<file path="config.mk">
export PLATFORM = sky130hd
export DESIGN_NAME = hiscore_ram_port
export DESIGN_NICKNAME = d
export VERILOG_FILES = /design/src/rtl/hiscore_ram_port.sv
export SDC_FILE = /design/constraint.sdc
export NUM_CORES = 1
export LEC_CHECK = 0
export CAP_MARGIN = 0
export CORE_MARGIN = 2
export CORE_UTILIZATION = 28
export CTS_BUF_LIST = sky130_fd_sc_hd__clkbuf_16
export CTS_CLUSTER_DIAMETER = 60
export DETAILED_ROUTE_END_ITERATION = 10
export PLACE_DENSITY = 0.9
export REMOVE_ABC_BUFFERS = 1
export SLEW_MARGIN = 20
export SYNTH_ARGS = -nofsm -noshare
export SYNTH_HDL_FRONTEND = slang
export SYNTH_SLANG_ARGS = --single-unit
</file>
<file path="constraint.sdc">
create_clock -name clk -period 4.27 [get_ports clk]
set_input_delay 0.6405 -clock clk [delete_from_list [all_inputs] [get_ports clk]]
set_output_delay 0.6405 -clock clk [all_outputs]
set_load 0.03 [all_outputs]
</file>
<file path="src/rtl/hiscore_ram_port.sv">
// Arbitrates one single-port synchronous RAM between the CPU and the hiscore engine.
// Optional feature macro: HISCORE_PORT_WRITE_EN (hiscore engine may write the RAM).
module hiscore_ram_port #(
    parameter int AW = 12
) (
    input  logic          clk,
    input  logic          reset_n,
    input  logic          ena_6,
    input  logic [AW-1:0] cpu_addr,
    input  logic [7:0]    cpu_din,
    input  logic          cpu_we,
    output logic [7:0]    cpu_dout,
    output logic          cpu_hold,
    input  logic [AW-1:0] hs_address,
    input  logic [7:0]    hs_data_in,
    input  logic          hs_write,
    input  logic          hs_access,
    output logic [7:0]    hs_data_out,
    output logic          hs_grant,
    output logic [AW-1:0] ram_addr,
    output logic [7:0]    ram_din,
    output logic          ram_we,
    input  logic [7:0]    ram_dout,
    output logic [1:0]    dbg_state
);

    // Handshake: the engine raises hs_access and keeps it high; it owns the RAM
    // only while hs_grant is high, and ends ownership by dropping hs_access.
    typedef enum logic [1:0] {
        ST_CPU     = 2'd0,
        ST_DRAIN   = 2'd1,
        ST_HS      = 2'd2,
        ST_RELEASE = 2'd3
    } state_e;

    state_e     state_q, state_d;
    logic       guard_q, guard_d;
    logic [7:0] hs_data_q, hs_data_d;
    logic       we_raw;

    always_ff @(posedge clk) begin
        if (!reset_n) begin
            state_q   <= ST_CPU;
            guard_q   <= 1'b0;
            hs_data_q <= 8'h00;
        end else begin
            state_q   <= state_d;
            guard_q   <= guard_d;
            hs_data_q <= hs_data_d;
        end
    end

    always_comb begin
        state_d   = state_q;
        guard_d   = guard_q;
        hs_data_d = hs_data_q;
        ram_addr  = cpu_addr;
        ram_din   = cpu_din;
        we_raw    = 1'b0;
        cpu_hold  = 1'b1;
        hs_grant  = 1'b0;
        case (state_q)
            ST_CPU: begin
                cpu_hold = 1'b0;
                we_raw   = cpu_we & ena_6;
                if (ena_6) begin
                    guard_d = 1'b0;
                end
                // After a release the CPU must complete one ena_6 cycle first.
                if (hs_access && (!guard_q || ena_6)) begin
                    state_d = ST_DRAIN;
                end
            end
            ST_DRAIN: begin
                we_raw = cpu_we & ena_6;
                if (!hs_access) begin
                    state_d = ST_RELEASE;
                end else if (ena_6) begin
                    state_d = ST_HS;
                end
            end
            ST_HS: begin
                ram_addr  = hs_address;
                hs_grant  = 1'b1;
                hs_data_d = ram_dout;
`ifdef HISCORE_PORT_WRITE_EN
                ram_din = hs_data_in;
                we_raw  = hs_write;
`endif
                if (!hs_access) begin
                    state_d = ST_RELEASE;
                end
            end
            ST_RELEASE: begin
                state_d = ST_CPU;
                guard_d = 1'b1;
            end
            default: begin
                state_d = ST_CPU;
            end
        endcase
    end

`ifndef HISCORE_PORT_WRITE_EN
    logic unused_hs_wr;
    assign unused_hs_wr = ^{hs_write, hs_data_in};
`endif

    // Reset kills any write in the same cycle, including one from the engine.
    assign ram_we      = we_raw & reset_n;
    assign cpu_dout    = ram_dout;
    assign hs_data_out = hs_data_q;
    assign dbg_state   = state_q;

endmodule

</file>
# ---- Word level (Yosys, flattened, before mapping)
# Index checks and enable logic that the tools add are counted.
dict set report totals {
  regBits 11
  input_bits 54
  output_inout_bits 41
  wordCells 31
}
dict set report classes {
  n_eq_ne 7
  mux 11
  bitwise_logic 2
  n_reduce_logical 8
}
# operator n
set ops {}
lappend ops {{12-bit two-way mux} 1}
lappend ops {{2-bit two-way mux} 4}
lappend ops {{2-bit one-hot mux with 4 select lines} 1}
lappend ops {{2-bit inequality test (second input constant)} 3}
lappend ops {{2-bit equality test (second input constant)} 2}
lappend ops {{1-bit two-way mux} 4}
lappend ops {{3-bit inequality test (second input constant)} 1}
lappend ops {{3-bit AND reduction} 1}
lappend ops {{1-bit AND} 2}
lappend ops {{2-bit by 1-bit equality test with 1-bit output (second input constant)} 1}
lappend ops {{2-bit logical NOT} 1}
lappend ops {{1-bit one-hot mux with 2 select lines} 1}
lappend ops {{2-bit AND reduction} 1}
lappend ops {{2-bit nonzero test} 1}
lappend ops {{2-bit OR reduction} 1}
lappend ops {{1-bit logical AND} 1}
lappend ops {{1-bit logical NOT} 1}
lappend ops {{1-bit logical OR} 1}

# ---- Logic depth before layout (Yosys ltp)
# Gate-level depths: netlist of run 1.
dict set report depth {
  word_depth 5
  mapped_depth 6
  ltp_nobuf 6
}

# ---- Least setup slack after synthesis of run 1
# No wires, ideal clock.
dict set report synth_timing {
  path_kind {reg2out}
  startpoint {register state_q[1] (netlist: dbg_state[1])}
  endpoint {output ram_addr[3]}
  arrival_time_ns 1.757
  required_ns 3.629
  path_slack_ns 1.872
  path_stages_with_launch 4
  path_buffers 1
  cell_sequence {dfxtp_1 > ha_1 > buf_2 > mux2_2}
}
dict set report synth_between {
  elab_chain_len 2
}
# item line_no
set synth_lines {}
lappend synth_lines {{start, declared} 36} ;# state_e state_q, state_d;
lappend synth_lines {{start signal, assigned} 47} ;# state_q <= state_d;
lappend synth_lines {{2-bit equality test} 62} ;# case (state_q)
lappend synth_lines {{12-bit two-way mux} 62}
lappend synth_lines {{end, declared} 20} ;# output logic [AW-1:0] ram_addr,
# Every way passes these cells.

# ---- Final worst setup path of run 1
dict set report layout_timing {
  startpoint {register state_q[0] (netlist: dbg_state[0])}
  endpoint {output ram_addr[4]}
}
# Same word-level chain as after synthesis.

==> summary.json, run 1 <==
{
  "netSwitchingFraction_pct": 41.4,
  "seqPwrFrac_pct": 17.7,
  "most_frequent_cells_in_the_layout": "69 x sky130_fd_sc_hd__clkdlybuf4s50_1, 12 x sky130_fd_sc_hd__mux2_2, 11 x sky130_fd_sc_hd__dfxtp_1",
  "multiInputGateArea_sq_um": 419,
  "cts_setup_buffers": 0,
  "timing.critical_path.slowest_cell_delay_ns": 0.89,
  "timing.final.max_slew_violations": 0,
  "die_h_microns": 57.2,
  "final.setup.tns_ns": 0,
  "crit_path_max_fanout": 22,
  "synth.ff_latch_count": 11,
  "yosys.cell_types.count": 19,
  "hold_path_class": "register to register",
  "insertion_delay_ns": 0.24,
  "grt_start_max_net_pins": 23,
  "drt-wirelength-per-cell_microns": 13.8,
  "antenna-diode-count": 0,
  "cts_num_sinks": 11,
  "power.static_leakage_uw": 0.000559,
  "vias_per_cell": 4.76,
  "crit_path_cell_trace": "inv_1 -> ha_1 -> mux2_2 -> clkdlybuf4s50_1",
  "internal-power_uw": 500,
  "grt_use_total_pct": 14.5,
  "grt_pass1_wl_microns": 3700,
  "synth_cells": 86,
  "gpl_congestion": 0.722,
  "mappedNetlistArea_sq_um": 792,
  "drc": 0,
  "fin_util_pct": 54.2,
  "tightest_slew_ns": 1.08,
  "placeableCoreArea_sq_um": 2710,
  "io_pins": 95,
  "layout.cells.most_common": "sky130_fd_sc_hd__clkdlybuf4s50_1",
  "clock_tree.root_cell": "sky130_fd_sc_hd__clkbuf_16",
  "grt_setup_unrepaired": "false",
  "max_cap_violations": 0,
  "num-fill-cells": 239,
  "floorplan.initialDensity_pct": 29.2,
  "post_cts_repair_resize_count": 0,
  "number_of_global_route_vias_before_repair": 819,
  "critical_path.endpoint": "ram_addr[4]",
  "end_kind": "output pin",
  "finalClockSkew_ns": 0.00138,
  "clockPowerShare_pct": 19.8,
  "area.growth.synth_to_final_pct": 85.6,
  "ys_seq_area_share_pct": 27.8,
  "dp.final_hpwl_microns": 1880,
  "worst_setup_path_start_kind": "register",
  "slowest_stage_cell_on_the_critical_path": "sky130_fd_sc_hd__ha_1",
  "timing.final.setup_violations": 0,
  "worst-r2r-cell-count": 5,
  "cts_made_buffers": 3,
  "crit_arrival_ns": 2.64,
  "drt_wl_total_microns": 2380,
  "worst_r2r_startpoint": "dbg_state[0]",
  "achievable-frequency_ghz": 0.305,
  "timing_worst_setup_path_type": "register to output pin",
  "period_needed_ns": 3.28,
  "power_per_cell_area_nw_per_um2": 581,
  "post-route-period-util_pct": 76.9,
  "setup.worst_path.start": "dbg_state[0]",
  "die_x_microns": 57.2,
  "clk_path_buf_depth": 2,
  "port-buffer-count": 69,
  "worstPathRequired_ns": 3.63,
  "antenna_violations_before_repair": 0,
  "final_cell_count_no_fill": 172,
  "run_status": "completed",
  "mean_instance_size_in_the_synthesized_netlist_sq_um": 9.21,
  "switchingPower_uw": 354,
  "hold_buffer_count_at_cts": 0,
  "drt.antenna.violating_nets": 0,
  "dr.first_iter.drc_count": 9,
  "via_count": 819,
  "rr_endpoint": "dbg_state[0]",
  "floorplan.rows": 19,
  "post_route_cells_drive_above_1_share_pct": 12.1,
  "die-area_sq_um": 3270,
  "maxSlewHeadroom_pct": 28.1,
  "num-nets-final": 201,
  "tritoncts": "built",
  "grt_remaining_overflow": 0,
  "share_comb_of_total_power_pct": 62.5,
  "place_inst": 168,
  "cts.htree.levels": 1,
  "drt_pre_antenna_iters": 2,
  "worst_slack_ns": 0.987,
  "regArea_sq_um": 220,
  "vdd_drop_max_uv": 342,
  "cts.reportedPaths.clkPinSlew_ns": 0.04,
  "synth.yosys.warnings": 0,
  "timing_hold_violations_final": 0,
  "dp_slack_ns": 1.21,
  "r2r_setup_slack_ns": 2.08
}
worst min-delay path by stage:
stage                  from       to  cells after the start  slack (ns)
floorplan           guard_q  guard_q                      2        0.44
global placement    guard_q  guard_q                      2        0.46
detailed placement  guard_q  guard_q                      2        0.46
CTS                 guard_q  guard_q                      2        0.47
global route        guard_q  guard_q                      2        0.50
finish              guard_q  guard_q                      2        0.47
power groups by stage:
stage	registers, uW	logic, uW	clock network, uW
finish	151	534	169
global route	154	569	177
CTS	152	539	173
global placement	152	523	0
detailed placement	153	537	0
floorplan	198	276	0
per-stage QoR:
step                hold slack [ns]  power (uW)  area, sq um
floorplan                     0.438         474          662
global route                  0.498         900         1470
CTS                           0.469         863         1470
global placement              0.463         674         1390
detailed placement            0.463         690         1390
finish                        0.466         854         1470
flip-flops by register name, summed over array words and instances, names as in the netlist:
signal / flops
dbg_state: 2
guard_q: 1
hs_data_out: 8
metal layers:
layer  global-route usage [%]  share of wire [%]
met5                        0                  0
met1                     14.7                 35
met2                     24.5                 47
met3                     9.75                 18
met4                     3.99               0.71
final cells by class:
cell class              count  share of cell area [%]
flip-flops and latches     11                    15.0
well taps                  31                    2.64
multi-input cells          51                    28.5
clock inverters             1                   0.255
inverters                   6                    1.53
clock buffers               3                    5.11
repair buffers             69                    47.0
cell families (layout without fill, tap and decap cells):
logic type      Yosys count  after routing  synth area share, %
buf+inv                  24             79                 19.3
mux                      21             21                 28.4
simple gates             14             14                 7.27
fa+ha+maj                 5              5                 7.90
compound gates           11             11                 9.32
flops                    11             11                 27.8
cells in the mapped netlist:
cell | count | area share (%)
sky130_fd_sc_hd__a31oi_1 | 1 | 0.79
sky130_fd_sc_hd__mux2i_1 | 9 | 11
sky130_fd_sc_hd__ha_1 | 5 | 7.9
sky130_fd_sc_hd__buf_4 | 16 | 15
sky130_fd_sc_hd__nor2b_1 | 1 | 0.79
sky130_fd_sc_hd__a21oi_1 | 2 | 1.3
sky130_fd_sc_hd__a211oi_1 | 2 | 1.9
sky130_fd_sc_hd__clkinv_1 | 1 | 0.47
sky130_fd_sc_hd__nand2_1 | 3 | 1.4
sky130_fd_sc_hd__inv_2 | 1 | 0.47
sky130_fd_sc_hd__a21boi_2 | 1 | 1.4
sky130_fd_sc_hd__o21ai_0 | 4 | 2.5
sky130_fd_sc_hd__mux2_2 | 12 | 17
sky130_fd_sc_hd__inv_1 | 4 | 1.9
sky130_fd_sc_hd__buf_2 | 2 | 1.3
sky130_fd_sc_hd__dfxtp_1 | 11 | 28
sky130_fd_sc_hd__nor2_1 | 9 | 4.3
sky130_fd_sc_hd__o2111a_1 | 1 | 1.4
sky130_fd_sc_hd__or3_1 | 1 | 0.79
worst max-delay path: cells and delay by family, from the launching register on:
| family | cells | cell delay, ns |
|---|---|---|
| mux | 1 | 0.42 |
| fa+ha+maj | 1 | 0.89 |
| buf+inv | 2 | 0.73 |
| flops | 1 | 0.35 |
No activity file was read; power rests on OpenSTA's default activity.
==> run 2: changes to the inputs <==
--- a/config.mk
+++ b/config.mk
@@ -7,11 +7,11 @@
 export LEC_CHECK = 0
 export CAP_MARGIN = 0
 export CORE_MARGIN = 2
-export CORE_UTILIZATION = 28
+export CORE_UTILIZATION = 26
 export CTS_BUF_LIST = sky130_fd_sc_hd__clkbuf_16
 export CTS_CLUSTER_DIAMETER = 60
 export DETAILED_ROUTE_END_ITERATION = 10
-export PLACE_DENSITY = 0.9
+export PLACE_DENSITY = 0.84
 export REMOVE_ABC_BUFFERS = 1
 export SLEW_MARGIN = 20
 export SYNTH_ARGS = -nofsm -noshare
==> constraint.sdc (replaced) <==
create_clock -name clk -period 3.19 [get_ports clk]
set_input_delay 0.4785 -clock clk [delete_from_list [all_inputs] [get_ports clk]]
set_output_delay 0.4785 -clock clk [all_outputs]
set_load 0.03 [all_outputs]
==> run 2 against run 1 <==
  * Die area grew 7.1%
  * Combinational power rose by 36%
  * Hold slack gained 0.014 ns
==> summary.json, run 2 (synthesis results as in run 1) <==
{
  "run_status": "completed",
  "cts.reportedPaths.clkPinSlew": {"value": 0.04, "unit": "ns", "change": "about the same"},
  "cts_made_buffers": {"value": 3, "change": "unchanged"},
  "timing_worst_setup_path_type": "register to output pin",
  "grt_use_total": {"value": 13.5, "unit": "%", "change": "-1.0 points"},
  "grt_start_max_net_pins": {"value": 17, "change": "-26%"},
  "grt_use_met3": {"value": 7.86, "unit": "%", "change": "-1.9 points"},
  "worst_slack": {"value": 0.342, "unit": "ns", "change": "-0.645 ns"},
  "die-area": {"value": 3500, "unit": "sq um", "change": "+7.1%"},
  "drt.antenna.violating_nets": {"value": 0, "change": "unchanged"},
  "gpl_congestion": {"value": 0.667, "change": "-7.6%"},
  "drc": {"value": 0, "change": "unchanged"},
  "place_inst": {"value": 171, "change": "+1.8%"},
  "achievable-frequency_ghz": 0.351,
  "insertion_delay": {"value": 0.23, "unit": "ns", "change": "about the same"},
  "grt_pass1_wl": {"value": 3570, "unit": "microns", "change": "-3.4%"},
  "floorplan.initialDensity": {"value": 26.6, "unit": "%", "change": "-2.6 points"},
  "drt_pre_antenna_iters": {"value": 4, "change": "+2"},
  "area.growth.synth_to_final_pct": 86.9,
  "worst_setup_path_start_kind": "register",
  "via_count": {"value": 817, "change": "-0.24%"},
  "max_cap_violations": {"value": 0, "change": "unchanged"},
  "largest_register_ffs": {"value": 8, "change": "unchanged"},
  "finalClockSkew": {"value": 0.00250, "unit": "ns", "change": "+0.00112 ns"},
  "most_frequent_cells_in_the_layout": "69 x sky130_fd_sc_hd__clkdlybuf4s50_1, 12 x sky130_fd_sc_hd__mux2_2, 11 x sky130_fd_sc_hd__dfxtp_1",
  "vias_per_cell": {"value": 4.67, "change": "-2.0%"},
  "dr.first_iter.drc_count": {"value": 15, "change": "+6"},
  "hold_path_class": "register to register",
  "post_route_cells_drive_above_1_share": {"value": 12.7, "unit": "%", "change": "+0.62 points"},
  "floorplan.rows": {"value": 20, "change": "+1"},
  "grt_remaining_overflow": {"value": 0, "change": "unchanged"},
  "drt_wl_total": {"value": 2470, "unit": "microns", "change": "+3.8%"},
  "cts_setup_buffers": {"value": 0, "change": "unchanged"},
  "antenna_violations_before_repair": {"value": 0, "change": "unchanged"},
  "port-buffer-count": {"value": 69, "change": "unchanged"},
  "tightest_slew": {"value": 0.703, "unit": "ns", "change": "-0.376 ns"},
  "placement.cell_area": {"value": 1400, "unit": "sq um", "change": "+0.72%"},
  "final_cell_count_no_fill": {"value": 175, "change": "+1.7%"},
  "grt.met2_usage": {"value": 24.0, "unit": "%", "change": "-0.45 points"},
  "power_per_cell_area": {"value": 775, "unit": "nW/um^2", "change": "+33%"},
  "cts.htree.levels": {"value": 1, "change": "unchanged"},
  "drt-wirelength-per-cell": {"value": 14.1, "unit": "microns", "change": "+2.0%"},
  "period_needed_ns": 2.85,
  "clk_path_buf_depth": {"value": 2, "change": "unchanged"},
  "vdd_drop_max": {"value": 518, "unit": "uV", "change": "+52%"},
  "antenna-diode-count": {"value": 0, "change": "unchanged"},
  "layout.cells.most_common": "sky130_fd_sc_hd__clkdlybuf4s50_1",
  "maxSlewHeadroom": {"value": 53.1, "unit": "%", "change": "+25 points"},
  "number_of_global_route_vias_before_repair": {"value": 839, "change": "+2.4%"},
  "grt_setup_unrepaired": "false",
  "crit_arrival": {"value": 2.37, "unit": "ns", "change": "-0.27 ns"},
  "crit_path_max_fanout": {"value": 16, "change": "-27%"},
  "post_cts_repair_resize_count": {"value": 0, "change": "unchanged"},
  "timing.final.setup_violations": {"value": 0, "change": "unchanged"},
  "io_pins": {"value": 95, "change": "unchanged"},
  "tritoncts": "built",
  "post-route-period-util_pct": 89.3,
  "final.setup.tns": {"value": 0, "unit": "ns", "change": "unchanged"},
  "clock_tree.root_cell": "sky130_fd_sc_hd__clkbuf_16",
  "final_design_area_no_fill": {"value": 1480, "unit": "sq um", "change": "+0.68%"},
  "die_x": {"value": 59.2, "unit": "microns", "change": "+3.5%"},
  "end_kind": "output pin",
  "dp.final_hpwl": {"value": 1960, "unit": "microns", "change": "+3.9%"},
  "num-nets-final": {"value": 202, "change": "+0.50%"},
  "hold_buffer_count_at_cts": {"value": 0, "change": "unchanged"},
  "timing.final.max_slew_violations": {"value": 0, "change": "unchanged"},
  "dp_slack": {"value": 0.565, "unit": "ns", "change": "-0.644 ns"},
  "globalRouteMet1Util": {"value": 13.1, "unit": "%", "change": "-1.6 points"},
  "worstPathRequired": {"value": 2.71, "unit": "ns", "change": "-0.92 ns"},
  "cts_num_sinks": {"value": 11, "change": "unchanged"},
  "power.static_leakage": {"value": 0.000565, "unit": "uW", "change": "+0.95%"},
  "grt-busiest-layer": "met2",
  "timing_hold_violations_final": {"value": 0, "change": "unchanged"},
  "die_h": {"value": 59.2, "unit": "microns", "change": "+3.5%"},
  "placeableCoreArea": {"value": 2980, "unit": "sq um", "change": "+9.9%"},
  "fin_util": {"value": 49.7, "unit": "%", "change": "-4.5 points"}
}
[run 2: cell count changes in the layout (fill, tap and decap cells not counted), sizes merged]
cell and change:
buf +1
[run 2: worst paths after layout]
kind	startpoint	endpoint	slack, ns	cells past startpoint
max	dbg_state[0]	ram_addr[4]	0.34	4
min reg2reg	guard_q	guard_q	0.48	2
min	guard_q	guard_q	0.48	2
max reg2reg	dbg_state[0]	dbg_state[0]	1.17	6
[run 2: worst max-delay path: stages (launching register included)]
cell                              delay (ns)
sky130_fd_sc_hd__dfxtp_1                0.34
sky130_fd_sc_hd__inv_1                  0.13
sky130_fd_sc_hd__ha_1                   0.63
sky130_fd_sc_hd__mux2_2                 0.41
sky130_fd_sc_hd__clkdlybuf4s50_1        0.61
[run 2: report_power, final]
part | switching, uW | internal (uW)
Sequential | 29.5 | 173
Clock | 55.9 | 164
Combinational | 388 | 335
[run 2: metal layers]
layer	vias to the layer above	wire length [microns]
li1	392	-
met1	362	855
met2	63	1250
met3	0	364
met4	0	0
met5	-	0
[run 2: area by class of cell]
| type | count | area (sq um) |
|---|---|---|
| Clock buffer | 3 | 75.1 |
| Clock inverter | 1 | 3.75 |
| Fill cell | 279 | 1500 |
| Sequential cell | 11 | 220 |
| Multi-Input combinational cell | 51 | 419 |
| Timing Repair Buffer | 70 | 698 |
| Tap cell | 33 | 41.3 |
| Inverter | 6 | 22.5 |
[run 2: stage by stage]
stage,hold slack [ns],power (uW)
after floorplan,0.438,635
after detailed placement,0.478,930
final,0.480,1150
after global placement,0.451,913
after CTS,0.484,1160
after global routing,0.526,1210
